`config.mk`:
```
export PLATFORM = sky130hd
export DESIGN_NAME = lif_neuron_core
export DESIGN_NICKNAME = d
export VERILOG_FILES = /design/src/rtl/lif_neuron_core.sv
export SDC_FILE = /design/constraint.sdc
export NUM_CORES = 1
export LEC_CHECK = 0
export CAP_MARGIN = 40
export CORE_MARGIN = 2
export CORE_UTILIZATION = 49
export CTS_CLUSTER_DIAMETER = 80
export DETAILED_ROUTE_END_ITERATION = 10
export PLACE_DENSITY = 0.81
export REMOVE_ABC_BUFFERS = 1
export SYNTH_ARGS = -nofsm -noshare
export SYNTH_HDL_FRONTEND = slang
export SYNTH_SLANG_ARGS = --single-unit
```
`constraint.sdc`:
```
create_clock -name clock -period 2.3 [get_ports clock]
set_input_delay 0.46 -clock clock [delete_from_list [all_inputs] [get_ports clock]]
set_output_delay 0.46 -clock clock [all_outputs]
set_load 0.01 [all_outputs]
```
`src/rtl/lif_neuron_core.sv`:
```
// Leaky integrate-and-fire neuron: walks 16 presynaptic lines one per cycle,
// integrates spiking weights, leaks, and fires against a fixed threshold.
//
// state | meaning
// IDLE  | waiting for step_start
// ACCUM | one synapse per cycle, idx 0..15
// LEAK  | potential -= potential >> LEAK_SHIFT
// FIRE  | threshold compare, spike/step_done pulse
// REFR  | refractory step, counter decrements
module lif_neuron_core #(
  parameter int N_SYN         = 16,
  parameter int W_W           = 4,
  parameter int POT_W         = 10,
  parameter int THRESH        = 200,
  parameter int LEAK_SHIFT    = 3,
  parameter int REFRACT_STEPS = 2
) (
  input  logic             clock,
  input  logic             reset,
  input  logic             step_start,
  input  logic [N_SYN-1:0] presyn_spikes,
  output logic [3:0]       weight_addr,
  input  logic [W_W-1:0]   weight_data,
  output logic             postsyn_spike,
  output logic             step_done,
  output logic             busy,
  output logic [POT_W-1:0] membrane_pot,
  output logic             refract_active
);

  localparam int REF_W = (REFRACT_STEPS < 1) ? 1 : $clog2(REFRACT_STEPS + 1);
  localparam logic [REF_W-1:0] REF_INIT = REF_W'(REFRACT_STEPS);
  localparam logic [POT_W-1:0] THRESH_V = POT_W'(THRESH);

  typedef enum logic [2:0] {IDLE, ACCUM, LEAK, FIRE, REFR} stateT;

  stateT            state;
  logic [3:0]       idx;
  logic [N_SYN-1:0] spikeLatch;
  logic [POT_W-1:0] membranePot;
  logic [REF_W-1:0] refractCnt;
  logic             postSpike;
  logic             stepDone;

  logic [POT_W:0]   sumWide;
  logic [POT_W-1:0] satSum;
  logic [POT_W-1:0] leakVal;

  always_comb begin
    sumWide = {1'b0, membranePot} + (POT_W+1)'(weight_data);
    satSum  = sumWide[POT_W] ? {POT_W{1'b1}} : sumWide[POT_W-1:0];
    leakVal = membranePot - (membranePot >> LEAK_SHIFT);
  end

  always_ff @(posedge clock or posedge reset) begin
    if (reset) begin
      state       <= IDLE;
      idx         <= '0;
      spikeLatch  <= '0;
      membranePot <= '0;
      refractCnt  <= '0;
      postSpike   <= 1'b0;
      stepDone    <= 1'b0;
    end else begin
      postSpike <= 1'b0;
      stepDone  <= 1'b0;
      case (state)
        IDLE: begin
          // a request landing on the step_done cycle belongs to the finishing step
          if (step_start && !stepDone) begin
            if (refractCnt == '0) begin
              spikeLatch <= presyn_spikes;
              idx        <= '0;
              state      <= ACCUM;
            end else begin
              state <= REFR;
            end
          end
        end
        ACCUM: begin
          if (spikeLatch[idx]) membranePot <= satSum;
          idx <= idx + 4'd1;
          if (idx == 4'd15) state <= LEAK;
        end
        LEAK: begin
          membranePot <= leakVal;
          state       <= FIRE;
        end
        FIRE: begin
          if (membranePot >= THRESH_V) begin
            postSpike   <= 1'b1;
            membranePot <= '0;
            refractCnt  <= REF_INIT;
          end
          stepDone <= 1'b1;
          state    <= IDLE;
        end
        REFR: begin
          refractCnt <= refractCnt - REF_W'(1);
          stepDone   <= 1'b1;
          state      <= IDLE;
        end
        default: state <= IDLE;
      endcase
    end
  end

  // idx wraps back to 0 after the last synapse, so the address rests at 0
  assign weight_addr    = idx;
  assign postsyn_spike  = postSpike;
  assign step_done      = stepDone;
  assign busy           = (state != IDLE);
  assign membrane_pot   = membranePot;
  assign refract_active = (refractCnt != '0);

endmodule

```
==> impl_metrics.sql, run 1 <==
INSERT INTO impl_metrics (metric_group, metric, value, unit) VALUES
('critical_path', 'path_delay_family', 'simple AND/OR/NAND/NOR gates', ''),
('synth', 'synth_simple_gate_area_share', '16.7', '%'),
('finish', 'post_route_cells_drive_above_1_share', '24.6', '%'),
('route', 'remaining_drc_errors', '0', ''),
('floorplanning', 'io_pins', '41', ''),
('floorplanning', 'rows', '26', ''),
('route', 'postRouteWirelength', '6.06', 'mm'),
('hold_path', 'holdPathStages', '1', ''),
('clock_network', 'cts_max_level', '2', ''),
('finish', 'layout.cells.most_common_list', 'sky130_fd_sc_hd__clkdlybuf4s50_1 (38), sky130_fd_sc_hd__dfrtp_1 (37), sky130_fd_sc_hd__buf_4 (31), sky130_fd_sc_hd__nor2_1 (24), sky130_fd_sc_hd__nand2_1 (23)', ''),
('critical_path', 'critical-path-max-stage-delay', '0.50', 'ns'),
('synth', 'synth_top_family_by_area', 'compound AO/OA/AOI/OAI gates', ''),
('route', 'm1_wl', '2.45', 'mm'),
('synth', 'async_flop_share', '100', '%'),
('timing', 'rsz0062_at_grt', 'true', ''),
('critical_path', 'critPathLaunchType', 'register', ''),
('clock_network', 'clock_tree_from_tritoncts', 'yes', ''),
('hold_path', 'timing.hold.worst.class', 'register to register', ''),
('critical_path', 'worstPathMaxFanout', '7', ''),
('synth', 'synth_xor_xnor_area_share', '2.06', '%'),
('global_route', 'vias_in_the_first_global_route', '2322', ''),
('global_route', 'grt_pass1_wl', '10.1', 'mm'),
('critical_path', 'timing.critical_path.required', '2.53', 'ns'),
('clock_network', 'number_of_sinks_handled_by_clock_tree_synthesis', '37', ''),
('floorplanning', 'core-area', '5070', 'um^2'),
('floorplanning', 'initial_utilization', '50.1', '%'),
('critical_path', 'cell_type_with_the_highest_occurrence_count_on_the_critical_path', 'sky130_fd_sc_hd__a21oi_2', ''),
('synth', 'synth-seq-cells', '37', ''),
('finish', 'syn_to_final_growth', '33.4', '%'),
('route', 'detail_route.first_pass.iterations', '4', ''),
('global_route', 'grt_overflow_total', '0', ''),
('synth', 'synth_enable_flop_cells', '0', ''),
('run', 'maxCapViolations', '0', ''),
('timing', 'hold_viol', '0', ''),
('floorplanning', 'die-width', '76.1', 'um'),
('critical_path', 'timing.critical_path.buf_inv', '1', ''),
('floorplanning', 'dieHeight', '76.1', 'um'),
('clock_network', 'cts_root_buffer', 'sky130_fd_sc_hd__clkbuf_8', ''),
('timing', 'fin_crit', '2.24', 'ns'),
('timing', 'final.setup_skew', '0.00839', 'ns'),
('critical_path', 'worst-setup-path-type', 'register to register', ''),
('timing', 'max_slew.worst_pin.slew', '0.472', 'ns'),
('clock_network', 'clk-insertion-delay-late', '0.29', 'ns'),
('timing', 'fmax', '446', 'MHz'),
('hold_path', 'worst_hold_path.endpoint', 'state[2]$_DFFE_PP0P_', ''),
('synth', 'synthesis.yosys.warnings', '0', ''),
('synth', 'syn_inst', '266', ''),
('route', 'wl_met2', '3.21', 'mm'),
('clock_network', 'number_of_buffers_created_by_cts', '5', ''),
('route', 'antenna_left', '0', ''),
('global_route', 'grt_antenna_before_repair', '0', ''),
('finish', 'fillCellCount', '404', ''),
('clock_network', 'cts_max_path_buffers', '2', ''),
('critical_path', 'r2r.worst_path.cells', '9', ''),
('route', 'wl_met3', '311', 'um'),
('hold_path', 'hp-start', 'step_done$_DFF_PP0_', ''),
('critical_path', 'worstPathArrival', '2.47', 'ns'),
('critical_path', 'timing.critical_path.slowest_stage_cell', 'sky130_fd_sc_hd__or4_4', ''),
('timing', 'period_share', '97.4', '%'),
('finish', 'layout_commonest_cell', 'sky130_fd_sc_hd__clkdlybuf4s50_1', ''),
('timing', 'slew-limit-headroom', '68.6', '%'),
('pwr', 'totalPowerFinal', '5.06', 'mW'),
('synth', 'synthesis.area', '2540', 'um^2'),
('clock_network', 'clkSlewWorstSetupHoldPaths', '0.08', 'ns'),
('synth', 'average_footprint_of_a_synthesized_cell', '9.57', 'um^2'),
('route', 'avg_vias_per_cell', '5.69', ''),
('synth', 'synth.distinct_cells', '56', ''),
('finish', 'count_of_antenna_diodes_in_the_layout', '0', ''),
('timing', 'setup_viol_count_final', '0', ''),
('finish', 'final_nets', '371', ''),
('status', 'outcome', 'complete, no violations', '');
## worst max-delay path by stage
stage / start / end / slack [ns] / cells past startpoint
after floorplan: state[0]$_DFFE_PP0P_ / spikeLatch[0]$_DFFE_PP0P_ / -0.04 / 3
after global placement: weight_data[0] / membrane_pot[1]$_DFFE_PP0P_ / -0.52 / 10
after detailed placement: weight_data[0] / membrane_pot[7]$_DFFE_PP0P_ / -0.59 / 10
after CTS: membrane_pot[0]$_DFFE_PP0P_ / membrane_pot[4]$_DFFE_PP0P_ / -0.03 / 8
after global routing: membrane_pot[0]$_DFFE_PP0P_ / membrane_pot[2]$_DFFE_PP0P_ / -0.03 / 9
final: membrane_pot[0]$_DFFE_PP0P_ / membrane_pot[2]$_DFFE_PP0P_ / 0.06 / 9
## layer usage
metal	vias to the layer above	GRT usage [%]
li1	1096	-
met1	1128	25.8
met2	66	38.4
met3	10	4.74
met4	0	8.00
met5	-	0
## stage by stage
stage               util (%)  cells  setup WS (ns)  instance area [um^2]
floorplan                  -    254        -0.0404                  2480
detailed placement      62.6    392         -0.590                  3180
global placement        62.6    392         -0.522                  3180
global route            66.9    404        -0.0334                  3400
finish                  66.9    404         0.0598                  3400
CTS                     65.7    401        -0.0317                  3330
## power by group
part	internal, mW	leakage (nW)	total (mW)	switching (mW)
sequential	0.955	0.455	1.22	0.262
clock	0.431	0.0681	0.674	0.243
combinational	1.62	0.967	3.17	1.55
total	3.01	1.49	5.06	2.05
## kinds of logic after synthesis
family | count (synthesis)
adders and majority gates | 15
and+or+nand+nor | 83
AOI/OAI and AO/OA | 73
muxes | 23
buffers and inverters | 29
DFF | 37
xor gates and xnor gates | 6
## flip-flops by register name (all words and copies together), names as in the netlist
| register | count |
|---|---|
| spikeLatch | 16 |
| step_done | 1 |
| postsyn_spike | 1 |
| weight_addr | 4 |
| state | 3 |
| membrane_pot | 10 |
| refractCnt | 2 |
## cell usage after synthesis (6+ instances only)
library cell	number	area share (%)
sky130_fd_sc_hd__a21oi_1	14	2.8
sky130_fd_sc_hd__a31oi_1	6	1.5
sky130_fd_sc_hd__buf_2	6	1.2
sky130_fd_sc_hd__dfrtp_1	37	36
sky130_fd_sc_hd__ha_1	13	6.4
sky130_fd_sc_hd__inv_1	17	2.5
sky130_fd_sc_hd__mux2_2	16	7.1
sky130_fd_sc_hd__nand2_1	23	3.4
sky130_fd_sc_hd__nand2b_1	8	2.0
sky130_fd_sc_hd__nor2_1	24	3.5
sky130_fd_sc_hd__o21ai_0	14	2.8
## worst reg2reg max path: stages (launching register included)
cell	delay, ns
sky130_fd_sc_hd__dfrtp_1	0.36
sky130_fd_sc_hd__ha_2	0.19
sky130_fd_sc_hd__inv_2	0.04
sky130_fd_sc_hd__fa_2	0.39
sky130_fd_sc_hd__nand2b_4	0.15
sky130_fd_sc_hd__a21o_1	0.20
sky130_fd_sc_hd__or4_4	0.50
sky130_fd_sc_hd__a21oi_2	0.18
sky130_fd_sc_hd__a21oi_2	0.05
sky130_fd_sc_hd__o21ai_2	0.12
## cell type report
class	instances	area (um^2)	area share, %
clock buffer	5	68.8	2.03
clock inverter	3	65.1	1.92
inverter	17	63.8	1.88
multi-input combinational	200	1540	45.4
sequential	37	926	27.3
tap	70	87.6	2.58
timing repair buffer	72	642	18.9
## repair_timing
item                                    4_1_cts  5_1_grt
buffers inserted                              1        3
gates resized for setup                      10       10
pin swaps                                     7        2
endpoints found under the setup margin        8        9
(Power assumes the default switching activity.)
==> inputs of run 2 (changes only) <==
--- a/config.mk
+++ b/config.mk
@@ -9,6 +9,7 @@
 export CORE_MARGIN = 2
 export CORE_UTILIZATION = 49
 export CTS_CLUSTER_DIAMETER = 80
+export CTS_CLUSTER_SIZE = 40
 export DETAILED_ROUTE_END_ITERATION = 10
 export PLACE_DENSITY = 0.81
 export REMOVE_ABC_BUFFERS = 1
==> results of run 2 <==
The final DEF is identical to that of run 1; final timing and power are the same.
==> inputs of run 3 (changes only) <==
--- a/config.mk
+++ b/config.mk
@@ -7,11 +7,13 @@
 export LEC_CHECK = 0
 export CAP_MARGIN = 40
 export CORE_MARGIN = 2
-export CORE_UTILIZATION = 49
+export CORE_UTILIZATION = 50
+export CTS_BUF_LIST = sky130_fd_sc_hd__clkbuf_4
 export CTS_CLUSTER_DIAMETER = 80
 export CTS_CLUSTER_SIZE = 40
 export DETAILED_ROUTE_END_ITERATION = 10
-export PLACE_DENSITY = 0.81
+export PLACE_DENSITY = 0.82
+export RECOVER_POWER = 50
 export REMOVE_ABC_BUFFERS = 1
 export SYNTH_ARGS = -nofsm -noshare
 export SYNTH_HDL_FRONTEND = slang
==> run 3 against run 2 <==
Combinational power up 2%. Largest cell class unchanged. Sequential share of layout area up 0.20 points. Power down 0.91%. Routed wire length up 5.8%. Worst hold slack about the same. Largest power group unchanged. Final cell count down 0.25%. Via count up 1.2%. Clock power down 16%. Maximum frequency down 1.1%.
==> impl_metrics.sql, run 3 (synthesis results as in run 1) <==
INSERT INTO impl_metrics (metric_group, metric, value, unit) VALUES
('critical_path', 'worstPathMaxFanout', '4', ''),
('clock_network', 'clock_tree_from_tritoncts', 'yes', ''),
('floorplanning', 'rows', '25', ''),
('timing', 'slew-limit-headroom', '37.6', '%'),
('clock_network', 'cts_max_level', '2', ''),
('critical_path', 'timing.reg2reg.setup_slack', '0.04', 'ns'),
('finish', 'fillCellCount', '382', ''),
('placement', 'dp.final_hpwl', '4.60', 'mm'),
('pwr', 'power.density_cell_area', '1490', 'nW/um^2'),
('timing', 'rsz0062_at_grt', 'true', ''),
('route', 'detailroute.via_count', '2328', ''),
('global_route', 'grt_antenna_before_repair', '0', ''),
('critical_path', 'worst-setup-path-type', 'register to register', ''),
('route', 'postRouteWirelength', '6.41', 'mm'),
('global_route', 'grt_overflow_total', '0', ''),
('pwr', 'pwr-share-comb', '64.5', '%'),
('critical_path', 'r2r.worst_path.cells', '10', ''),
('global_route', 'grt.met2_usage', '42.6', '%'),
('route', 'antenna_left', '0', ''),
('pwr', 'totalPowerFinal', '5.01', 'mW'),
('finish', 'layout.cells.most_common_list', 'sky130_fd_sc_hd__clkdlybuf4s50_1 (37), sky130_fd_sc_hd__dfrtp_1 (36), sky130_fd_sc_hd__buf_4 (30), sky130_fd_sc_hd__nor2_1 (24), sky130_fd_sc_hd__nand2_1 (23)', ''),
('finish', 'final_nets', '373', ''),
('finish', 'post_route_cells_drive_above_1_share', '24.4', '%'),
('global_route', 'grt_use_met3', '5.16', '%'),
('clock_network', 'clkSlewWorstSetupHoldPaths', '0.12', 'ns'),
('route', 'avg_vias_per_cell', '5.78', ''),
('floorplanning', 'initial_utilization', '52.8', '%'),
('finish', 'fin_area', '3380', 'um^2'),
('route', 'initialDrtViolationCount', '179', ''),
('route', 'detail_route.first_pass.iterations', '4', ''),
('global_route', 'global_routing_usage_on_met1', '30.7', '%'),
('critical_path', 'timing.critical_path.to', 'membrane_pot[6]$_DFFE_PP0P_', ''),
('critical_path', 'critical-path-max-stage-delay', '0.38', 'ns'),
('critical_path', 'crit-reg2reg-launch', 'membrane_pot[0]$_DFFE_PP0P_', ''),
('placement', 'dpl-instance-area', '3170', 'um^2'),
('timing', 'period_share', '98.5', '%'),
('critical_path', 'critPathLaunchType', 'register', ''),
('timing', 'fin_crit', '2.26', 'ns'),
('floorplanning', 'io_pins', '41', ''),
('clock_network', 'cts_max_path_buffers', '2', ''),
('floorplanning', 'core-area', '4820', 'um^2'),
('floorplanning', 'die_area', '5680', 'um^2'),
('critical_path', 'critical_path_end_type', 'register', ''),
('finish', 'largest_register_ff_count', '16', ''),
('timing', 'fmax', '442', 'MHz'),
('critical_path', 'cp_cell_sequence', 'ha_2, inv_2, fa_2, nand2b_4, a21o_1, buf_4, or3_4, o21ai_2, o21ba_2, o22ai_1', ''),
('placement', 'place.gp.congestion', '0.882', ''),
('placement', 'count_of_input_and_output_buffers', '40', ''),
('floorplanning', 'die-width', '75.3', 'um'),
('finish', 'count_of_antenna_diodes_in_the_layout', '0', ''),
('timing', 'final.setup_skew', '0.00871', 'ns'),
('critical_path', 'worstPathArrival', '2.54', 'ns'),
('global_route', 'global_route_usage_sum', '24.3', '%'),
('route', 'wl_per_cell', '15.9', 'um'),
('pwr', 'sequentialPowerShare', '24.2', '%'),
('global_route', 'grt_pass1_wl', '10.6', 'mm'),
('status', 'outcome', 'complete, no violations', ''),
('floorplanning', 'dieHeight', '75.3', 'um'),
('pwr', 'vdd.ir_drop.worst', '781', 'uV'),
('critical_path', 'critical_path.startpoint', 'membrane_pot[0]$_DFFE_PP0P_', ''),
('timing', 'timing.final.max_slew_violations', '0', ''),
('finish', 'registers.top_by_ff_count', 'spikeLatch', ''),
('clock_network', 'cts-hold-fix-buffers', '0', ''),
('run', 'maxCapViolations', '0', ''),
('finish', 'layout_commonest_cell', 'sky130_fd_sc_hd__clkdlybuf4s50_1', ''),
('clock_network', 'number_of_sinks_handled_by_clock_tree_synthesis', '37', ''),
('critical_path', 'timing.critical_path.required', '2.57', 'ns'),
('clock_network', 'number_of_buffers_created_by_cts', '5', ''),
('route', 'remaining_drc_errors', '0', ''),
('clock_network', 'clk-insertion-delay-late', '0.35', 'ns'),
('timing', 'setup_viol_count_final', '0', ''),
('pwr', 'p_leak', '1.48', 'nW'),
('pwr', 'p_clk_share', '11.3', '%'),
('critical_path', 'timing.critical_path.slowest_stage_cell', 'sky130_fd_sc_hd__dfrtp_1', ''),
('pwr', 'switchingPower', '2.11', 'mW'),
('global_route', 'top_usage_layer', 'met2', ''),
('pwr', 'netSwitchingFraction', '42.0', '%'),
('finish', 'syn_to_final_growth', '32.6', '%'),
('pwr', 'internal_portion_of_total_power', '2.91', 'mW'),
('timing', 'max_slew.worst_pin.slew', '0.936', 'ns'),
('global_route', 'vias_in_the_first_global_route', '2320', ''),
('global_route', 'largest_net_degree_at_the_start_of_global_routing', '38', ''),
('hold_path', 'timing.hold.worst.class', 'register to register', ''),
('critical_path', 'timing.rr.end', 'membrane_pot[6]$_DFFE_PP0P_', ''),
('clock_network', 'cts_root_buffer', 'sky130_fd_sc_hd__clkbuf_4', ''),
('timing', 'hold_viol', '0', '');
[run 3: routing by layer]
metal,vias to the layer above,share of wire [%]
met2,90,52
met5,-,0
met1,1113,41
met3,17,5.4
met4,0,2.0
li1,1108,-
[run 3: final cells by class]
cell class                      count  area [um^2]  area share (%)
Multi-Input combinational cell    200         1560            46.1
Sequential cell                    37          927            27.5
Timing Repair Buffer               74          643            19.1
Tap cell                           67         83.8            2.48
Clock inverter                      3         65.1            1.93
Inverter                           17         63.8            1.89
Clock buffer                        5         37.5            1.11
[run 3: timing repair]
item,4_1_cts,5_1_grt
cloned,0,0
setup endpoints to repair,10,10
gates resized for setup,8,11
pin swaps,7,7
buffers inserted,4,2
[run 3: worst min path at each step]
stage	depth (start not counted)	slack (ns)	from	to
floorplan	1	0.48	spikeLatch[10]$_DFFE_PP0P_	spikeLatch[10]$_DFFE_PP0P_
global placement	1	0.44	step_done$_DFF_PP0_	state[2]$_DFFE_PP0P_
detailed placement	1	0.45	step_done$_DFF_PP0_	state[2]$_DFFE_PP0P_
CTS	1	0.46	step_done$_DFF_PP0_	state[2]$_DFFE_PP0P_
global route	1	0.49	step_done$_DFF_PP0_	state[2]$_DFFE_PP0P_
finish	1	0.46	step_done$_DFF_PP0_	state[2]$_DFFE_PP0P_
[run 3: per-stage QoR]
stage | instances | utilization (%) | hold WS (ns) | setup WS, ns | TNS, ns
after floorplan | 254 | - | 0.475 | -0.0404 | -0.646
after global placement | 389 | 65.8 | 0.438 | -0.558 | -4.60
after detailed placement | 389 | 65.8 | 0.449 | -0.641 | -5.28
after CTS | 401 | 69.1 | 0.465 | -0.0576 | -0.108
after global routing | 403 | 70.1 | 0.492 | -0.0724 | -0.247
final | 403 | 70.1 | 0.457 | 0.0351 | 0
[run 3: power by group through the flow]
stage / logic (mW) / clock network (mW) / registers (mW)
global placement: 2.90 / 0 / 1.20
detailed placement: 2.99 / 0 / 1.22
CTS: 3.11 / 0.573 / 1.20
global route: 3.54 / 0.604 / 1.25
floorplan: 1.79 / 0 / 1.31
finish: 3.24 / 0.566 / 1.21
[run 3: worst max-delay path: cells and delay by family, from the launching register on]
family	cells	cell delay [ns]
fa+ha+maj	2	0.58
compound gates	4	0.55
simple gates	2	0.48
flops	1	0.38
buf+inv	2	0.19
==> patch (config.mk and constraints of run 2) <==
Register the input `weight_data` before use, cleared by the reset. The logic sees it one clock later. The other inputs are not delayed to match.
--- a/src/rtl/lif_neuron_core.sv
+++ b/src/rtl/lif_neuron_core.sv
@@ -34,6 +34,16 @@
 
   typedef enum logic [2:0] {IDLE, ACCUM, LEAK, FIRE, REFR} stateT;
 
+  logic [W_W-1:0] weight_data_q;
+
+  always_ff @(posedge clock or posedge reset) begin
+    if (reset) begin
+      weight_data_q <= '0;
+    end else begin
+      weight_data_q <= weight_data;
+    end
+  end
+
   stateT            state;
   logic [3:0]       idx;
   logic [N_SYN-1:0] spikeLatch;
@@ -47,7 +57,7 @@
   logic [POT_W-1:0] leakVal;
 
   always_comb begin
-    sumWide = {1'b0, membranePot} + (POT_W+1)'(weight_data);
+    sumWide = {1'b0, membranePot} + (POT_W+1)'(weight_data_q);
     satSum  = sumWide[POT_W] ? {POT_W{1'b1}} : sumWide[POT_W-1:0];
     leakVal = membranePot - (membranePot >> LEAK_SHIFT);
   end
Function: changed (a bounded check fails within 4 cycles, from zero or initial values and one cycle with reset high).
==> patch against run 2 <==
Via count decreased by 5.0%; final area decreased by 3.4%; setup slack improved by 0.0028 ns; non-clock buffer count decreased by 8; area after synthesis decreased by 0.69%; count of clock-buffer cells in the layout unchanged; wire length decreased by 0.35%; sequential share of layout area increased by 4.1 points; sequential cell count increased by 4; fmax increased by 0.13%; core utilization decreased by 1.8 points; total power decreased by 8.6%; worst hold slack got worse by 0.0041 ns; critical endpoint is now membrane_pot[8]; largest cell class unchanged; highest routed layer unchanged.
==> patch: results (changes against run 2) <==
| Metric | Value |
|---|---|
| M1 GR Usage | 29.7% (+4.0 points) |
| Routability congestion estimate | 0.879 (-1.2%) |
| Peak supply drop | 0.000751 V (+4.9%) |
| Total Wirelength | 6.04 mm (-0.35%) |
| Top cells by count, synth | dfrtp_1 (41), mux2_2 (18), nand2_1 (18), nor2_1 (18) |
| Vias/cell | 5.73 (+0.73%) |
| DP Cell Count | 371 (-5.4%) |
| DR vias | 2185 (-5.0%) |
| Setup skew after layout | 0.00784 ns (-0.000544 ns) |
| Dominant cells by area after synthesis | dfrtp_1 (41%), mux2_2 (8.0%), ha_1 (6.4%) |
| Crit-path max FO | 4 (-3) |
| Synthesized area per cell | 10.2 µm² (+6.5%) |
| Slowest stage delay, CP | 0.42 ns (-0.08 ns) |
| Grt met3 use | 5.69% (+0.95 points) |
| CP Capture Point | membrane_pot[8] |
| Leakage | 0.00138 µW (-7.7%) |
| Post-synthesis sequential area ratio | 40.6% (+4.2 points) |
| Vias in the first global route | 2064 (-11%) |
| R2R cell count | 9 (unchanged) |
| Crit path max-delay family | compound AO/OA/AOI/OAI gates |
| Initial antenna violation count | 0 (unchanged) |
| First-pass GRT wire length | 9.71 mm (-3.7%) |
| GR Util met2 | 36.7% (-1.7 points) |
| DR pass1 iterations | 5 (+1) |
| CP arrival | 2.43 ns (-0.04 ns) |
| Overall routing resource usage | 22.7% (+1.1 points) |
| DP Wirelength | 4.37 mm (-2.5%) |
| Final net count | 348 (-6.2%) |
| Outcome | finished clean |
| Largest net degree at the start of global routing | 42 (+11%) |
| Synth unique cells | 48 (-14%) |
| DRT iter0 DRCs | 195 (+42%) |
| Fraction of layout cells with a size suffix above 1 | 22.8% (-1.7 points) |
| Worst-Margin Slew | 0.530 ns (+0.0581 ns) |
| CP max stage cell | dfrtp_1 |
| Dpl cell area | 3130 µm² (-1.3%) |
==> patch: cell families (layout without fill, tap and decap cells) <==
group / count (synthesis) / after routing / synth area share [%]
and+or+nand+nor: 64 / 64 / 12.2
xor gates and xnor gates: 5 / 5 / 1.73
AOI/OAI and AO/OA: 75 / 76 / 20.6
buffers and inverters: 25 / 87 / 4.36
DFF: 41 / 41 / 40.6
adders and majority gates: 15 / 15 / 8.02
muxes: 23 / 23 / 12.5
==> patch: final cells by class <==
type                       count  area (µm²)
sequential                    41        1030
clock buffer                   5        68.8
timing repair buffer          64         581
inverter                      15        56.3
tap                           70        87.6
multi-input combinational    183        1440
fill                         391        1760
clock inverter                 3        22.5
==> patch: what timing repair did <==
item,CTS,global route
resized for setup,2,13
setup buffers,0,1
cloned,0,1
setup endpoints to repair,2,10
pin swaps,1,3
==> patch: worst min path at each step <==
stage / from / end / cells after the start
final: step_done / state[2] / 1
after floorplan: refractCnt[1] / refractCnt[1] / 2
after global routing: step_done / state[2] / 1
after CTS: step_done / state[2] / 1
after global placement: step_done / state[2] / 1
after detailed placement: step_done / state[2] / 1
==> patch: power by group <==
part | switching, µW | internal, µW
Sequential | 260 | 1020
Clock | 267 | 213
Combinational | 1390 | 1470
Total | 1920 | 2700
==> patch: layer usage <==
metal,part of all wire (%),vias to the layer above
met1,44,1054
met2,48,83
met4,1.8,0
li1,-,1034
met5,0,-
met3,5.6,14
==> patch: stage by stage <==
stage | setup WS (ns) | TNS (ns) | hold slack [ns]
5_1_grt | -0.0448 | -0.0448 | 0.470
6_report | 0.0626 | 0 | 0.453
2_1_floorplan | 0.0364 | 0 | 0.466
3_3_place_gp | 0.00488 | 0 | 0.442
3_5_place_dp | -0.0264 | -0.0264 | 0.436
4_1_cts | 0.0115 | 0 | 0.454
